### src/rtl/iq_filter_sched.sv
// I/Q sample scheduler for the shared FIR engine: one-pair holding register,
// I-then-Q job sequencing with decimation flags, watchdog and stall counter.
module iq_filter_sched #(
  parameter int DATA_W  = 12,
  parameter int DECIM   = 2,
  parameter int TIMEOUT = 64
) (
  input  logic              clk,
  input  logic              reset,
  input  logic              en,
  input  logic              adc_valid,
  input  logic [DATA_W-1:0] adc_i,
  input  logic [DATA_W-1:0] adc_q,
  output logic              adc_ready,
  output logic              flt_start,
  output logic              flt_sel,
  output logic [DATA_W-1:0] flt_data,
  output logic              flt_emit,
  input  logic              flt_done,
  output logic              busy,
  output logic              err,
  output logic [15:0]       stall_cnt
);

  localparam int DW = (DECIM > 1) ? $clog2(DECIM) : 1;
  localparam int WW = $clog2(TIMEOUT);
  localparam logic [DW-1:0] DMAX = DW'(DECIM - 1);
  localparam logic [WW-1:0] WMAX = WW'(TIMEOUT - 1);

  typedef enum logic [2:0] {
    IDLE,
    START_I,
    WAIT_I,
    START_Q,
    WAIT_Q
  } state_t;

  state_t            state_q, state_d;
  logic [DATA_W-1:0] i_reg_q, i_reg_d;
  logic [DATA_W-1:0] q_reg_q, q_reg_d;
  logic              pair_full_q, pair_full_d;
  logic [DW-1:0]     dcnt_q, dcnt_d;
  logic [WW-1:0]     wcnt_q, wcnt_d;
  logic              err_q, err_d;
  logic [15:0]       stall_q, stall_d;
  logic              start_q, start_d;
  logic              sel_q, sel_d;
  logic [DATA_W-1:0] data_q, data_d;
  logic              emit_q, emit_d;

  assign adc_ready = en & ~pair_full_q & ~reset;
  assign busy      = (state_q != IDLE) | pair_full_q;
  assign err       = err_q;
  assign stall_cnt = stall_q;
  assign flt_start = start_q;
  assign flt_sel   = sel_q;
  assign flt_data  = data_q;
  assign flt_emit  = emit_q;

  always_comb begin
    state_d     = state_q;
    i_reg_d     = i_reg_q;
    q_reg_d     = q_reg_q;
    pair_full_d = pair_full_q;
    dcnt_d      = dcnt_q;
    wcnt_d      = wcnt_q;
    err_d       = err_q;
    stall_d     = stall_q;

    if (adc_valid && adc_ready) begin
      i_reg_d     = adc_i;
      q_reg_d     = adc_q;
      pair_full_d = 1'b1;
    end
    if (adc_valid && !adc_ready && stall_q != 16'hFFFF)
      stall_d = stall_q + 16'd1;

    unique case (state_q)
      IDLE: begin
        if (pair_full_q) state_d = START_I;
      end
      START_I: begin
        state_d = WAIT_I;
        wcnt_d  = '0;
      end
      WAIT_I: begin
        if (flt_done) begin
          state_d = START_Q;
        end else if (wcnt_q == WMAX) begin
          state_d     = IDLE;
          err_d       = 1'b1;
          pair_full_d = 1'b0;
        end else begin
          wcnt_d = wcnt_q + WW'(1);
        end
      end
      START_Q: begin
        state_d = WAIT_Q;
        wcnt_d  = '0;
      end
      WAIT_Q: begin
        if (flt_done) begin
          state_d     = IDLE;
          pair_full_d = 1'b0;
          dcnt_d      = (dcnt_q == DMAX) ? '0 : dcnt_q + DW'(1);
        end else if (wcnt_q == WMAX) begin
          state_d     = IDLE;
          err_d       = 1'b1;
          pair_full_d = 1'b0;
        end else begin
          wcnt_d = wcnt_q + WW'(1);
        end
      end
      default: state_d = IDLE;
    endcase

    // Moore outputs registered from the next state
    start_d = (state_d == START_I) || (state_d == START_Q);
    sel_d   = (state_d == START_Q);
    data_d  = '0;
    if (state_d == START_I) data_d = i_reg_q;
    if (state_d == START_Q) data_d = q_reg_q;
    emit_d  = start_d && (dcnt_q == DMAX);
  end

  always_ff @(posedge clk) begin
    if (reset) begin
      state_q     <= IDLE;
      i_reg_q     <= '0;
      q_reg_q     <= '0;
      pair_full_q <= 1'b0;
      dcnt_q      <= '0;
      wcnt_q      <= '0;
      err_q       <= 1'b0;
      stall_q     <= '0;
      start_q     <= 1'b0;
      sel_q       <= 1'b0;
      data_q      <= '0;
      emit_q      <= 1'b0;
    end else begin
      state_q     <= state_d;
      i_reg_q     <= i_reg_d;
      q_reg_q     <= q_reg_d;
      pair_full_q <= pair_full_d;
      dcnt_q      <= dcnt_d;
      wcnt_q      <= wcnt_d;
      err_q       <= err_d;
      stall_q     <= stall_d;
      start_q     <= start_d;
      sel_q       <= sel_d;
      data_q      <= data_d;
      emit_q      <= emit_d;
    end
  end

endmodule

### config.mk
export PLATFORM = sky130hd
export DESIGN_NAME = iq_filter_sched
export DESIGN_NICKNAME = d
export VERILOG_FILES = /design/src/rtl/iq_filter_sched.sv
export SDC_FILE = /design/constraint.sdc
export NUM_CORES = 1
export LEC_CHECK = 0
export ABC_AREA = 1
export BUFFER_PORTS_ARGS = -buffer_cell sky130_fd_sc_hd__buf_2
export CAP_MARGIN = 10
export CORE_MARGIN = 2
export CORE_UTILIZATION = 44
export CTS_CLUSTER_DIAMETER = 120
export CTS_CLUSTER_SIZE = 24
export DETAILED_ROUTE_END_ITERATION = 7
export PLACE_DENSITY = 0.67
export SLEW_MARGIN = 30
export SYNTH_ARGS = -nofsm -noshare
export SYNTH_HDL_FRONTEND = slang
export SYNTH_SLANG_ARGS = --single-unit
### constraint.sdc
create_clock -name clk -period 2.09 [get_ports clk]
set_clock_uncertainty 0.1 [all_clocks]
set_input_delay 0.3135 -clock clk [delete_from_list [all_inputs] [get_ports clk]]
set_output_delay 0.3135 -clock clk [all_outputs]
set_load 0.005 [all_outputs]
Word level (Yosys, flattened, before mapping). Index checks and enable logic that the tools add are counted.

Div/mod/pow operators: 0. Shift operators: 0. Eq/ne operators: 10. Reduce and logical (&&, ||, !) cells: 14. $lt $le $gt $ge: 0. Multiply operators: 0. $add $sub $neg: 3. Muxes and demuxes: 16. Bitwise logic cells: 6.

Operators by type and width (number): $mux W12 (2); $add A16 B1 Y16 const B (1); $ne A16 B16 Y1 const B (1); $pmux W3 S5 (1); $mux W3 (4); $mux W6 (2); $pmux W6 S2 (1); $eq A3 B2 Y1 const B (3); $add A6 B1 Y6 const B (1); $eq A3 B1 Y1 const B (2); $eq A6 B6 Y1 const B (1); $reduce_and A3 Y1 (2); $mux W1 (5); $logic_and A1 B1 Y1 (4); $ne A2 B2 Y1 const B (2); $reduce_or A2 Y1 (2); $eq A3 B3 Y1 const B (1); $logic_not A3 Y1 (1); $not A1 Y1 (3); $reduce_bool A3 Y1 (1); $and A1 B1 Y1 (2); $pmux W1 S2 (1); $reduce_and A2 Y1 (1); $reduce_bool A2 Y1 (1); other kinds (4) (4).

Word-level logic and storage cells: 61. Bits in writable memories: 0. ROM bits: 0. Input bits: 29. Bits in latches: 0. Register bits after elaboration: 67. Memories: 0.

Logic depth before layout (Yosys ltp).
Depth in word-level cells: 8. Mapped depth: 10. Gate-level depth less buffers: 9.

Worst setup path before layout. OpenSTA, ideal clock, no wires.

Path type: register to register. Start point: register stall_q[0] (netlist: stall_cnt[0]). End point: register stall_q[11] (netlist: stall_cnt[11]). Arrival: 1.402 ns. Stages on the path, launching flop included: 10. Path buffers: 1. Data required time: 1.854 ns. Slack: 0.452 ns. Cell sequence: dfxtp_1 ha_1 nand2_2 nor2_4 nand2_2 nor2_4 nor2_4 buf_4 nand2_1 a21oi_2.

Longest elaborated chain between the ends: 2.

Ends and longest elaborated chain: start: declaration (RTL line 45) `logic [15:0] stall_q, stall_d;`; start signal: assignment (RTL line 148) `stall_q <= stall_d;`; parallel branches: the longest is 2 deep, another holds $add A16 B1 Y16.

Parallel ways; which one is timed is not known. A chain may end at the register's enable or synchronous reset.

Worst setup path after layout.
Start point: register stall_q[0] (netlist: stall_cnt[0]). End point: register stall_q[0] (netlist: stall_cnt[0]).

The elaborated chain is that of the path after synthesis.

==> results.toml <==
[synthesis]
number_of_nets_in_the_synthesized_netlist = 422
synthesis.instances = 391
yosys_register_bits = 67
synth-simple-area-share = 0.287
synth_flop_cell = "dfxtp_1"
multiplexer_fraction_of_the_synthesized_cell_area = 0
mappedNetlistArea_um2 = 2910
synth-compound-area-share = 0.141
synth_top_family_by_area = "simple AND/OR/NAND/NOR gates"
postSynthAreaPerCell_um2 = 7.43
asyncSetResetFlopFracSynth = 0
synthDistinctLibCells = 31
register_area_share_after_synthesis = 0.462
adder_cell_share_of_the_synthesized_area = 0.00861
number_of_flops_mapped_to_enable_cells_by_yosys = 0
synth_xor_xnor_area_share = 0.0271
synthesis.yosys.warnings = 0

[sta]
fmaxAchievable_ghz = 0.535
final.period_utilization = 0.894
finalSetupTns_ps = 0
finalHoldViolations = 0
worst_slew_margin_rel = 0.711
fin_hold_ws_ps = 59.7
slew_viol_final = 0
rsz0062_at_grt = "false"
worst_slew_pin_slew_ps = 433
finalWorstPathRequiredPeriod_ps = 1870
finalSetupViolCount = 0

[global_routing]
first_global_vias = 2445
track_usage = 0.193
globalRoute.totalOverflow = 0
first_pass_grt_wire_length_mm = 11.1
maximum_number_of_pins_on_one_net_before_global_route_repair = 33
grt_antenna_before_repair = 0

[final_layout]
antenna_cells = 0
finish.net_count = 487
flow.area_growth_from_synthesis_pct = 20.9
layout-drive-gt1-share = 0.232

[detailed_routing]
post-route-drc-count = 0
wirelength_mm = 6.65
first_pass_iters = 4
postRouteAntennaNets = 0
drt-vias-per-instance = 4.98
via_count = 2677
wl_per_cell_um = 12.4
first_iter_violations = 62

[worst_setup_path]
worst-r2r-setup-slack_ps = 220
crit_type = "flop to flop"
end_kind = "flop"
worstRegToRegCells = 9
cp-start-kind = "flop"
path_max_fanout = 16
regToRegEndpoint = "stall_cnt[0]$_SDFFE_PP0P_"
cp.required_ps = 2230
worst_r2r_startpoint = "stall_cnt[0]$_SDFFE_PP0P_"
critical_path_arrival_ps = 2010

[clocking]
cts_resized = 0
cts_num_sinks = 67
worst_skew_pair.late_latency_ps = 340
root_buffer = "clkbuf_8"
cts_tree = "yes"
ctsLongestPathBuffers = 2
cts_max_level = 3
tritoncts.num_buffers = 9
postCtsSetupBuffers = 0
worst_setup_hold_path_clk_slew_ps = 70
cts.hold.buffers_added = 0

[worst_hold_path]
worstHoldStart = "adc_i[9]"
hold_path_depth = 3
hold_path.class = "input port to flop"
worst_hold_path.endpoint = "i_reg_q[9]$_SDFFE_PP0P_"

[pwr]
power.ir.vdd_worst_uv = 463
leakage_nw = 1.52
power.density_nw_per_um2 = 795
total_power_mw = 2.79

[run_status]
status = "finished, final reports clean"

[floorplanning]
design.die.area_um2 = 7270
io_pins = 63
start_util = 0.455
die_h_um = 85.3
floorplan.die.width_um = 85.3
fp-row-count = 29
core_area_um2 = 6390

[placed_design]
detailedPlacementHpwl_mm = 4.63
port-buffer-count = 62
place.gp.congestion = 0.859

[run]
maxCapViolations = 0
[metrics by stage]
step / std cells / setup WS, ps / util / area (um2)
final: 538 / 221 / 0.550 / 3510
after global routing: 538 / 64.9 / 0.550 / 3510
after CTS: 538 / 210 / 0.550 / 3510
after detailed placement: 522 / 224 / 0.513 / 3270
after global placement: 522 / 294 / 0.513 / 3270
after floorplan: 391 / 452 / - / 2910
[metal layers]
layer | global-route usage | part of all wire | vias up | routed length (um)
met1 | 0.248 | 0.46 | 1208 | 3090
met4 | 0.0938 | 0.021 | 0 | 140
met5 | 0 | 0 | - | 0
li1 | - | - | 1396 | -
met2 | 0.308 | 0.47 | 61 | 3100
met3 | 0.0379 | 0.047 | 12 | 315
[cell type report]
class / instances / area [um2]
multi-input cells: 274 / 1350
fillers: 623 / 2870
flip-flops and latches: 67 / 1340
repair buffers: 66 / 340
inverters: 38 / 148
well taps: 77 / 96.3
clock buffers: 10 / 128
clock inverters: 6 / 113
[worst max-delay path by stage]
| stage | from | to | slack [ps] | depth (start not counted) |
|---|---|---|---|---|
| floorplan | stall_cnt[0]$_SDFFE_PP0P_ | stall_cnt[11]$_SDFFE_PP0P_ | 450 | 9 |
| global placement | stall_cnt[0]$_SDFFE_PP0P_ | stall_cnt[0]$_SDFFE_PP0P_ | 290 | 9 |
| detailed placement | stall_cnt[0]$_SDFFE_PP0P_ | stall_cnt[0]$_SDFFE_PP0P_ | 220 | 9 |
| CTS | stall_cnt[0]$_SDFFE_PP0P_ | stall_cnt[0]$_SDFFE_PP0P_ | 210 | 9 |
| global route | stall_cnt[0]$_SDFFE_PP0P_ | stall_cnt[0]$_SDFFE_PP0P_ | 60 | 9 |
| finish | stall_cnt[0]$_SDFFE_PP0P_ | stall_cnt[0]$_SDFFE_PP0P_ | 220 | 9 |
[cells in the mapped netlist (all sizes together), types with 5 or more instances]
| cell | instances | share of area |
|---|---|---|
| xor2 | 7 | 0.021 |
| o22ai | 7 | 0.015 |
| a21oi | 29 | 0.062 |
| o21ai | 28 | 0.048 |
| inv | 38 | 0.051 |
| nand3 | 28 | 0.050 |
| dfxtp | 67 | 0.46 |
| buf | 5 | 0.015 |
| clkbuf | 7 | 0.0090 |
| nand2 | 108 | 0.15 |
| nand4 | 7 | 0.015 |
| nor2 | 47 | 0.069 |
[state kept, by name (all words and copies together) (netlist names)]
name / count
flt_sel: 1
state_q: 3
flt_emit: 1
i_reg_q: 12
err: 1
dcnt_q: 1
flt_start: 1
wcnt_q: 6
pair_full_q: 1
stall_cnt: 16
flt_data: 12
q_reg_q: 12
[cell usage in the layout, fill, tap and decap left out, types with 2 or more instances in the layout]
master     count
buf_2         62
xnor2_1        2
clkbuf_8       9
o21ai_0       26
inv_1         35
o21a_1         2
o21ai_1        2
a21oi_1       20
buf_4          4
nand3_1       27
ha_1           2
nand2_1      100
nor3_1         2
nand4_1        7
inv_2          2
bufinv_16      3
a21oi_2        9
dfxtp_1       67
o22ai_1        7
inv_6          2
nor2_1        43
nand2_2        8
nor2_4         3
xor2_1         7
[report_power, final]
part	internal (mW)	total [mW]	switching (mW)	leakage (nW)
clock	0.797	1.29	0.497	0.121
sequential	1.31	1.33	0.0190	0.543
combinational	0.0628	0.170	0.108	0.852
total	2.17	2.79	0.624	1.52
[worst max-delay path, cell delays in order (launching register included)]
cell and delay, ps:
dfxtp_1 370, ha_1 280, nand2_2 120, nor2_4 50
nand2_2 90, nor2_4 50, nor2_4 320, inv_6 130
o21ai_0 180, nor2_1 50
[cell families after synthesis]
group | Yosys count
AOI/OAI and AO/OA | 70
xor gates and xnor gates | 9
adders and majority gates | 2
buffers and inverters | 50
DFF | 67
and+or+nand+nor | 193
(Power assumes the default switching activity.)
